<file path="src/rtl/semaphore_ctrl.sv">
// Traffic-light controller with pedestrian request latch and night-mode flashing yellow.
// Latency: lamps are Moore-decoded from registered state; ped_pending sets one edge after a request.
// Backpressure: none; the block free-runs on a single internal phase counter.
module semaphore_ctrl #(
  parameter int T_RED       = 5,
  parameter int T_GREEN     = 7,
  parameter int T_YELLOW    = 2,
  parameter int T_MIN_GREEN = 3,
  parameter int T_BLINK     = 2,
  parameter int CNT_W       = 8
) (
  input  logic       clk,
  input  logic       rst_n,
  input  logic       pedestrian,
  input  logic       night_mode,
  output logic       green,
  output logic       yellow,
  output logic       red,
  output logic       walk,
  output logic       ped_pending,
  output logic [2:0] state
);

  typedef enum logic [2:0] {
    S_RED       = 3'd0,
    S_GREEN     = 3'd1,
    S_YELLOW    = 3'd2,
    S_BLINK_ON  = 3'd3,
    S_BLINK_OFF = 3'd4
  } state_t;

  // Last counter value of each phase.
  localparam logic [CNT_W-1:0] L_RED_END    = CNT_W'(T_RED - 1);
  localparam logic [CNT_W-1:0] L_GREEN_END  = CNT_W'(T_GREEN - 1);
  localparam logic [CNT_W-1:0] L_YELLOW_END = CNT_W'(T_YELLOW - 1);
  localparam logic [CNT_W-1:0] L_MIN_GREEN  = CNT_W'(T_MIN_GREEN - 1);
  localparam logic [CNT_W-1:0] L_BLINK_END  = CNT_W'(T_BLINK - 1);

  state_t           r_state;
  state_t           w_next;
  logic [CNT_W-1:0] r_cnt;
  logic             r_ped;
  logic             r_walk;
  logic             w_enter_red;

  // Next-state selection; night_mode is only looked at on phase ends, except in GREEN.
  always_comb begin
    w_next = r_state;
    case (r_state)
      S_RED: begin
        if (r_cnt == L_RED_END) w_next = night_mode ? S_BLINK_ON : S_GREEN;
      end
      S_GREEN: begin
        if ((r_cnt == L_GREEN_END) || night_mode || (r_ped && (r_cnt >= L_MIN_GREEN)))
          w_next = S_YELLOW;
      end
      S_YELLOW: begin
        if (r_cnt == L_YELLOW_END) w_next = night_mode ? S_BLINK_ON : S_RED;
      end
      S_BLINK_ON: begin
        if (r_cnt == L_BLINK_END) w_next = night_mode ? S_BLINK_OFF : S_RED;
      end
      S_BLINK_OFF: begin
        if (r_cnt == L_BLINK_END) w_next = night_mode ? S_BLINK_ON : S_RED;
      end
      default: w_next = S_RED;
    endcase
  end

  // An unknown encoding also counts as entering RED, so it recovers with a clean flag load.
  assign w_enter_red = (w_next == S_RED) && (r_state != S_RED);

  // State, phase counter (restarts on every change, advances once per cycle) and request flags.
  always_ff @(posedge clk or negedge rst_n) begin
    if (!rst_n) begin
      r_state <= S_RED;
      r_cnt   <= '0;
      r_ped   <= 1'b0;
      r_walk  <= 1'b0;
    end else begin
      r_state <= w_next;
      r_cnt   <= (w_next != r_state) ? '0 : r_cnt + 1'b1;
      // Entry into RED serves the request (including one arriving that very cycle).
      if (w_enter_red) begin
        r_ped  <= 1'b0;
        r_walk <= r_ped | pedestrian;
      end else begin
        if (pedestrian) r_ped <= 1'b1;
        if (w_next != S_RED) r_walk <= 1'b0;
      end
    end
  end

  // Moore lamp decode; BLINK_OFF leaves every lamp dark.
  always_comb begin
    green  = 1'b0;
    yellow = 1'b0;
    red    = 1'b0;
    case (r_state)
      S_RED:      red    = 1'b1;
      S_GREEN:    green  = 1'b1;
      S_YELLOW:   yellow = 1'b1;
      S_BLINK_ON: yellow = 1'b1;
      default:    ;
    endcase
  end

  assign walk        = red & r_walk;
  assign ped_pending = r_ped;
  assign state       = r_state;

endmodule

</file>
<file path="config.mk">
export PLATFORM = sky130hd
export DESIGN_NAME = semaphore_ctrl
export DESIGN_NICKNAME = d
export VERILOG_FILES = /design/src/rtl/semaphore_ctrl.sv
export SDC_FILE = /design/constraint.sdc
export NUM_CORES = 1
export LEC_CHECK = 0
export CORE_UTILIZATION = 55
export CTS_CLUSTER_DIAMETER = 100
export DETAILED_ROUTE_END_ITERATION = 7
export PLACE_DENSITY = 0.78
export SYNTH_ARGS = -nofsm -noshare
export SYNTH_HDL_FRONTEND = slang
export SYNTH_SLANG_ARGS = --single-unit
</file>
<file path="constraint.sdc">
create_clock -name clk -period 3.05 [get_ports clk]
set_input_delay 0.4575 -clock clk [delete_from_list [all_inputs] [get_ports clk]]
set_output_delay 0.4575 -clock clk [all_outputs]
set_load 0.03 [all_outputs]
</file>
==> results.txt, run 1 <==
Die width -> 46.3 µm
Total die area -> 0.00214 mm²
Nets -> 133
First-iteration detailed-routing DRC count -> 37
Final period util -> 88.8%
Pwr/cell area -> 1060 mW/mm²
MaxCap Viol Count -> 0
Share of cells above drive strength 1 -> 16.9%
Syn_area_per_cell -> 9.38 µm²
Pre-antenna DRT Iters -> 4
Post-CTS resize count -> 0
Slowest stage delay, CP -> 730 ps
Crit path max-delay family -> buffers and inverters
Ys flop type -> dfrtp_1
Period minus WS final -> 2710 ps
I/O pins -> 12
Number of vias per cell -> 6.26
GR Overflow Total -> 0
Postcts setup bufs -> 0
CP bufs+invs -> 1
Pre-CTS WS -> 462 ps
Synth Register Bits -> 13
Synth Warn # -> 0
RSZ-0062 raised after global routing -> no
Worst EP arrival -> 2250 ps
H-tree Lvls -> 1
Most instantiated cells after synthesis -> dfrtp_1, inv_1, nor2_1
Pin count of the biggest net entering global routing -> 17
Core footprint -> 0.00178 mm²
Final setup fails -> 0
Mapped cell area -> 0.00108 mm²
Share of total power in the clock network -> 8.7%
Synth Area in Adders -> 4.64%
Synth top area share -> 30.2%
CP Launch Type -> flip-flop
Via Count -> 932
Final hold vios -> 0
Post-synth net total -> 123
Slowest CP cell -> clkdlybuf4s50_1
Max-slew violation count -> 0
Status -> finished, final reports clean
Initial antenna violation count -> 0
Asr flop ratio synth -> 100%
Gate Count Post-Synth -> 115
Worst path required time -> 2590 ps
Setup Skew -> 10.7 ps
Wire per inst -> 16.1 µm
TNS Setup -> 0 ps
Number of synthesized flops with an enable pin -> 0
Reg power frac -> 27.0%
HPWL Detailed -> 1.81 mm
First-pass GRT wire length -> 4.06 mm
Sequential fraction of the synthesis area -> 30.2%
Vias in the first global route -> 855
Clock slew at reported path FFs -> 80 ps
Number of CTS-inserted buffers -> 3
Logic pwr share -> 64.2%
Finished Core Util -> 66.4%
Cell taking the most area after synthesis -> dfrtp_1
Largest family of logic cells by synthesized area -> simple AND/OR/NAND/NOR gates
CTS sink count -> 13
Simple-gate portion of the synthesized area -> 28.4%
Crit-path cells -> or2_2 > nor2_1 > clkdlybuf4s50_1
Final WL -> 2.41 mm
Routed Antenna Nets -> 0
Starting Density -> 60.5%
CTS tree -> built
Leakage -> 0.485 nW
Max clock buf depth -> 2
Port bufs -> 11
Fraction of power spent switching nets -> 48.9%
Most common cell in the synthesized netlist -> dfrtp_1
Layout Area Growth over Synthesis -> 9.75%
Max_slew headroom -> 62.2%
Synth Area in Compound Gates -> 20.8%
Cts hold-fix bufs -> 0
Final WS setup -> 343 ps
Yosys cell types -> 44
Diodes inserted -> 0
Crit-path max FO -> 13
NetSw -> 0.616 mW
Mux cell area share after synthesis -> 0%
VDD IR max -> 0.737 mV
CTS root buf -> clkbuf_4
Crit. End Element -> primary output
Die height -> 46.3 µm
Residual DRC -> 0
Max Fclk -> 369 MHz
Worst Path Class, Setup -> flip-flop to primary output
GP Congestion -> 1.03
Worst slew pin tran -> 566 ps
Final Power -> 1.26 mW
Synth area leaders -> dfrtp_1, clkbuf_8, ha_1
Hold/Removal Path Class -> input pin to async pin
Tot GR Track Use -> 27.4%
FP Rows -> 15
Internal power -> 0.644 mW
XOR/XNOR share of the synthesized area -> 5.68%
Clock Latency Late Sink -> 290 ps
==> layout by cell type, fill, tap and decap left out, types with 3 or more instances in the layout <==
master and instances:
and3_1 3, dfrtp_1 13, inv_1 9, clkbuf_4 3, o32ai_1 3, ha_1 4, nor3_1 6, a21oi_1 3
nand3_1 6, o21ai_0 3, or2b_2 3, xor2_1 5, a31oi_1 3, nand2_1 3, clkdlybuf4s50_1 11, nor2_1 9
==> layout make-up <==
class | count | area [µm²]
fill | 153 | 599
clock buffer | 4 | 26.3
tap | 25 | 31.3
sequential | 13 | 325
inverter | 9 | 33.8
timing repair buffer | 13 | 125
multi-input combinational | 85 | 642
==> registers in the layout, summed over array words and instances, names as in the netlist <==
signal and cells:
r_walk 1, state 3, ped_pending 1, r_cnt 8
==> stage by stage <==
stage	area, µm²	hold WS [ps]	std cells
after global placement	1160	556	145
after global routing	1180	598	149
final	1180	521	149
after detailed placement	1160	576	145
after floorplan	1080	162	115
after CTS	1180	540	149
==> power groups by stage <==
stage          Sequential, mW  Clock, mW  Combinational, mW
2_1_floorplan           0.321          0              0.665
3_3_place_gp            0.343          0              0.796
3_5_place_dp            0.342          0              0.796
4_1_cts                 0.338      0.113              0.802
5_1_grt                 0.353      0.117              0.879
6_report                0.341      0.110              0.809
==> path summary, 6_finish.rpt <==
path                          start     endpoint  slack, ps  depth (start not counted)
setup / recovery           state[1]          red        340                          3
hold / removal                rst_n     state[2]        520                          1
setup reg to reg           r_cnt[1]       r_walk        590                          7
hold reg to reg              r_walk       r_walk        580                          2
max in group asynchronous     rst_n  ped_pending       2150                          1
min in group clk             r_walk       r_walk        580                          2
==> cell families (layout without fill, tap and decap cells) <==
group | Yosys count | in the layout
adder cells (fa/ha/maj) | 4 | 4
XOR/XNOR | 7 | 7
AO/OA/AOI/OAI | 25 | 25
AND/OR/NAND/NOR | 49 | 49
buffers and inverters | 17 | 26
flip-flops | 13 | 13
==> per-layer routing <==
| metal | track usage, % | vias up | routed length, µm |
|---|---|---|---|
| met1 | 38.3 | 429 | 1080 |
| met3 | 4.31 | 8 | 177 |
| li1 | - | 441 | - |
| met5 | 0 | - | 0 |
| met4 | 12.4 | 0 | 51 |
| met2 | 41.4 | 54 | 1100 |
Note: power is estimated with default switching activity, not from simulation.
==> run 2: changes to the inputs <==
==> constraint.sdc (replaced) <==
create_clock -name clk -period 2.8 [get_ports clk]
set_input_delay 0.42 -clock clk [delete_from_list [all_inputs] [get_ports clk]]
set_output_delay 0.42 -clock clk [all_outputs]
set_load 0.03 [all_outputs]
==> run 2 against run 1 <==
Against the previous run: non-clock buffer count is 1 higher; utilization rose by 0.42 points; clock skew decreased by 4.7 ps; design area rose by 0.63%; via count increased by 0.43%; largest cell class unchanged; largest power group unchanged.
==> results.txt, run 2 (synthesis gave the netlist of run 1 again) <==
Worst setup path start -> state[1]
Status -> finished, final reports clean
CP Launch Type -> flip-flop
HPWL Detailed -> 1.86 mm (+3.0%)
Crit. End Element -> primary output
Setup Skew -> 5.98 ps (-4.75 ps)
Reg power frac -> 26.8% (-0.2 points)
CTS tree -> built
First-iteration detailed-routing DRC count -> 34 (-8.1%)
Largest register FFs -> 8 (unchanged)
Initial antenna violation count -> 0 (unchanged)
Reg2Reg Depth -> 5 (-2)
Postcts setup bufs -> 0 (unchanged)
Hold_ws -> 511 ps (-10.4 ps)
First-pass GRT wire length -> 4.18 mm (+2.9%)
Layout fillers -> 145 (-5.2%)
Max-slew violation count -> 0 (unchanged)
Max clock buf depth -> 2 (unchanged)
Most common cell after layout, fill and taps aside -> dfrtp_1
Share of total power in the clock network -> 8.1% (-0.6 points)
Die height -> 46.3 µm (unchanged)
Hold/Removal Path Class -> input pin to async pin
Register name with the most flops -> r_cnt
Fraction of power spent switching nets -> 48.5% (-0.33 points)
Internal power -> 0.710 mW (+10%)
GR Overflow Total -> 0 (unchanged)
Pre-antenna DRT Iters -> 4 (unchanged)
Clock slew at reported path FFs -> 80 ps (about the same)
Worst r2r src -> r_cnt[3]
H-tree Lvls -> 1 (unchanged)
Final period util -> 92.3%
R2R Setup Slk -> 330 ps (-260 ps)
Diodes inserted -> 0 (unchanged)
CTS sink count -> 13 (unchanged)
Die width -> 46.3 µm (unchanged)
MaxCap Viol Count -> 0 (unchanged)
Port bufs -> 11 (unchanged)
Core footprint -> 0.00178 mm² (unchanged)
TNS Setup -> 0 ps (unchanged)
Leakage -> 0.490 nW (+0.93%)
Total die area -> 0.00214 mm² (unchanged)
Final setup fails -> 0 (unchanged)
Final WS setup -> 217 ps (-126 ps)
Via Count -> 936 (+0.43%)
Number of vias per cell -> 6.24 (-0.24%)
Pwr/cell area -> 1160 mW/mm² (+8.8%)
Final hold vios -> 0 (unchanged)
Commonest cells after routing, fill and taps aside -> dfrtp_1, clkdlybuf4s50_1, inv_1, nor2_1
Nets -> 134 (+0.75%)
Finished Core Util -> 66.8% (+0.42 points)
Number of CTS-inserted buffers -> 3 (unchanged)
Crit-path max FO -> 8 (-5)
Period minus WS final -> 2580 ps
Worst R2R End -> state[1]
Clock Latency Late Sink -> 270 ps (-20 ps)
Final WL -> 2.43 mm (+1.0%)
Logic pwr share -> 65.2% (+1.0 points)
Starting Density -> 60.5% (unchanged)
Residual DRC -> 0 (unchanged)
Worst Path Class, Setup -> flip-flop to primary output
Pin count of the biggest net entering global routing -> 17 (unchanged)
RSZ-0062 raised after global routing -> no
FP Rows -> 15 (unchanged)
Routed Antenna Nets -> 0 (unchanged)
VDD IR max -> 0.646 mV (-12%)
I/O pins -> 12 (unchanged)
Cts hold-fix bufs -> 0 (unchanged)
Pre-CTS WS -> 251 ps (-211 ps)
Layout Area Growth over Synthesis -> 10.4%
Post-CTS resize count -> 0 (unchanged)
Max Fclk -> 387 MHz
Max_slew headroom -> 61.9% (-0.24 points)
Share of cells above drive strength 1 -> 17.6% (+0.66 points)
CTS root buf -> clkbuf_4
GP Congestion -> 1.03 (-0.31%)
Tot GR Track Use -> 27.5% (+0.15 points)
Worst EP arrival -> 2160 ps (-90 ps)
Worst path required time -> 2380 ps (-210 ps)
CP Capture Point -> red
NetSw -> 0.669 mW (+8.7%)
Worst slew pin tran -> 569 ps (+3.52 ps)
Wire per inst -> 16.2 µm (+0.32%)
Final Power -> 1.38 mW (+9.4%)
Vias in the first global route -> 880 (+2.9%)
-- run 2: changes by cell type in the layout (fill, tap and decap cells not counted) --
cell   delta
buf_4     +1
-- run 2: area by class of cell --
type	count	area, µm²	share of cell area, %
Timing Repair Buffer	14	133	11.1
Multi-Input combinational cell	85	642	53.9
Sequential cell	13	325	27.3
Inverter	9	33.8	2.84
Tap cell	25	31.3	2.63
Clock buffer	4	26.3	2.21
-- run 2: power by group through the flow --
stage	Clock [mW]	Sequential, mW	Combinational [mW]
2_1_floorplan	0	0.349	0.724
3_3_place_gp	0	0.365	0.880
3_5_place_dp	0	0.368	0.885
4_1_cts	0.116	0.366	0.893
5_1_grt	0.126	0.380	0.977
6_report	0.111	0.369	0.899
-- run 2: through the flow --
step | cell area [µm²] | std cells
after floorplan | 1080 | 115
after global placement | 1160 | 146
after detailed placement | 1160 | 146
after CTS | 1190 | 150
after global routing | 1190 | 150
final | 1190 | 150
-- run 2: worst min-delay path by stage --
stage / from / end / cells past startpoint / slack (ps)
floorplan: rst_n / ped_pending / 0 / 120
global placement: r_cnt[7] / r_cnt[7] / 2 / 560
detailed placement: r_cnt[7] / r_cnt[7] / 2 / 570
CTS: rst_n / state[2] / 1 / 530
global route: rst_n / state[2] / 1 / 570
finish: rst_n / state[0] / 1 / 510
-- run 2: worst max-delay path, cell delays in order, from the launching register on --
cell             delay (ps)
dfrtp_1                 490
or2_2                   410
nor2_1                  260
clkdlybuf4s50_1         730
-- run 2: metal layers --
metal / track usage (%) / vias up / share of wire (%)
li1: - / 441 / -
met1: 37.0 / 453 / 46
met2: 42.3 / 32 / 48
met3: 4.71 / 10 / 3.5
met4: 13.5 / 0 / 3.0
met5: 0 / - / 0
==> run 3: changes to the inputs <==
--- a/config.mk
+++ b/config.mk
@@ -5,6 +5,7 @@
 export SDC_FILE = /design/constraint.sdc
 export NUM_CORES = 1
 export LEC_CHECK = 0
+export CORE_MARGIN = 4
 export CORE_UTILIZATION = 55
 export CTS_CLUSTER_DIAMETER = 100
 export DETAILED_ROUTE_END_ITERATION = 7
==> run 3 against run 2 <==
Against the previous run: register-to-register slack lost 50 ps; largest cell class unchanged; non-clock buffer count stayed put; setup slack better by 61 ps; global-route usage fell by 7.5 points.
==> results.txt, run 3 (synthesis gave the netlist of run 1 again) <==
Status -> finished, final reports clean
Residual DRC -> 0 (unchanged)
Hold_ws -> 497 ps (-13.9 ps)
Worst path required time -> 2960 ps (+580 ps)
Crit path max-delay family -> compound AO/OA/AOI/OAI gates
Routed Antenna Nets -> 0 (unchanged)
CTS sink count -> 13 (unchanged)
Final WL -> 2.36 mm (-3.0%)
First-pass GRT wire length -> 4.02 mm (-3.8%)
R2R Setup Slk -> 280 ps (-50 ps)
Max-slew violation count -> 0 (unchanged)
H-tree Lvls -> 1 (unchanged)
Crit. End Element -> flip-flop
TNS Setup -> 0 ps (unchanged)
Wire per inst -> 15.7 µm (-3.0%)
Core footprint -> 0.00178 mm² (unchanged)
Diodes inserted -> 0 (unchanged)
Die height -> 52.3 µm (+13%)
Final hold vios -> 0 (unchanged)
Max clock buf depth -> 2 (unchanged)
Slowest CP cell -> dfrtp_1
Layout Area Growth over Synthesis -> 10.4% (unchanged)
Total die area -> 0.00273 mm² (+28%)
Period minus WS final -> 2520 ps (-61.2 ps)
Number of CTS-inserted buffers -> 3 (unchanged)
Clock Latency Late Sink -> 270 ps (about the same)
RSZ-0062 raised after global routing -> no
Slowest stage delay, CP -> 510 ps (-220 ps)
Pwr/cell area -> 1150 mW/mm² (-0.48%)
Port bufs -> 11 (unchanged)
Crit-path cells -> inv_1 > ha_1 > nand2b_1 > o32ai_1 > o31a_2 > or4_4 > a2111oi_4
Leakage -> 0.490 nW (about the same)
CP Launch Type -> flip-flop
First-iteration detailed-routing DRC count -> 40 (+18%)
Crit-path max FO -> 7 (-1)
Vias in the first global route -> 882 (+0.23%)
I/O pins -> 12 (unchanged)
Finished Core Util -> 66.8% (unchanged)
Initial antenna violation count -> 0 (unchanged)
Register name with the most flops -> r_cnt
Hold/Removal Path Class -> input pin to async pin
Post-CTS resize count -> 0 (unchanged)
Pin count of the biggest net entering global routing -> 17 (unchanged)
CP bufs+invs -> 1 (unchanged)
CTS tree -> built
Final period util -> 90.1% (-2.2 points)
Final WS setup -> 278 ps (+61.2 ps)
GR Overflow Total -> 0 (unchanged)
Largest register FFs -> 8 (unchanged)
Most common cell after layout, fill and taps aside -> dfrtp_1
Nets -> 134 (unchanged)
Number of vias per cell -> 6.32 (+1.3%)
Pre-CTS WS -> 261 ps (+9.93 ps)
Tot GR Track Use -> 20.0% (-7.5 points)
Worst Path Class, Setup -> flip-flop to flip-flop
MaxCap Viol Count -> 0 (unchanged)
HPWL Detailed -> 1.87 mm (+0.72%)
Postcts setup bufs -> 0 (unchanged)
GP Congestion -> 0.968 (-5.6%)
Commonest cells after routing, fill and taps aside -> dfrtp_1, clkdlybuf4s50_1, inv_1, nor2_1
CTS root buf -> clkbuf_4
Max_slew headroom -> 63.9% (+2.0 points)
Via Count -> 948 (+1.3%)
VDD IR max -> 0.757 mV (+17%)
Final setup fails -> 0 (unchanged)
Pre-antenna DRT Iters -> 4 (unchanged)
Worst slew pin tran -> 539 ps (-29.8 ps)
Clock slew at reported path FFs -> 70 ps (about the same)
Starting Density -> 60.5% (unchanged)
Max Fclk -> 397 MHz (+2.4%)
Worst EP arrival -> 2690 ps (+530 ps)
FP Rows -> 15 (unchanged)
Share of cells above drive strength 1 -> 17.6% (unchanged)
Cts hold-fix bufs -> 0 (unchanged)
Die width -> 52.3 µm (+13%)
Setup Skew -> 7.24 ps (+1.26 ps)
run 3: cell counts in the layout (fill, tap and decap cells not counted):
No cell type changed its count.
run 3: layout make-up:
type | count | area (µm²)
Clock buffer | 4 | 26.3
Multi-Input combinational cell | 85 | 642
Sequential cell | 13 | 325
Timing Repair Buffer | 14 | 133
Inverter | 9 | 33.8
Tap cell | 25 | 31.3
Fill cell | 156 | 592
run 3: path summary, 6_finish.rpt:
check                           startpoint       end  cells past startpoint
worst min register to register      r_walk    r_walk                      2
min in group clk                    r_walk    r_walk                      2
worst max-delay path              r_cnt[1]    r_walk                      7
max in group asynchronous            rst_n  state[2]                      1
worst min-delay path                 rst_n  r_cnt[5]                      1
worst max register to register    r_cnt[1]    r_walk                      7
run 3: metal layers:
| metal | wire [µm] | GRT usage, % |
|---|---|---|
| met1 | 1010 | 26.9 |
| met5 | 0 | 0 |
| met4 | 44 | 7.66 |
| met3 | 250 | 7.41 |
| met2 | 1050 | 28.9 |
run 3: report_power, final:
group | internal [mW] | switching [mW] | leakage, nW
registers | 0.252 | 0.111 | 0.168
clock network | 0.0552 | 0.0542 | 0.0150
logic | 0.403 | 0.497 | 0.307
total | 0.710 | 0.662 | 0.490
run 3: stage by stage:
stage | instance area (µm²) | total power, mW | cells
after global routing | 1190 | 1.48 | 150
final | 1190 | 1.37 | 150
after detailed placement | 1160 | 1.25 | 146
after floorplan | 1080 | 1.07 | 115
after global placement | 1160 | 1.24 | 146
after CTS | 1190 | 1.37 | 150
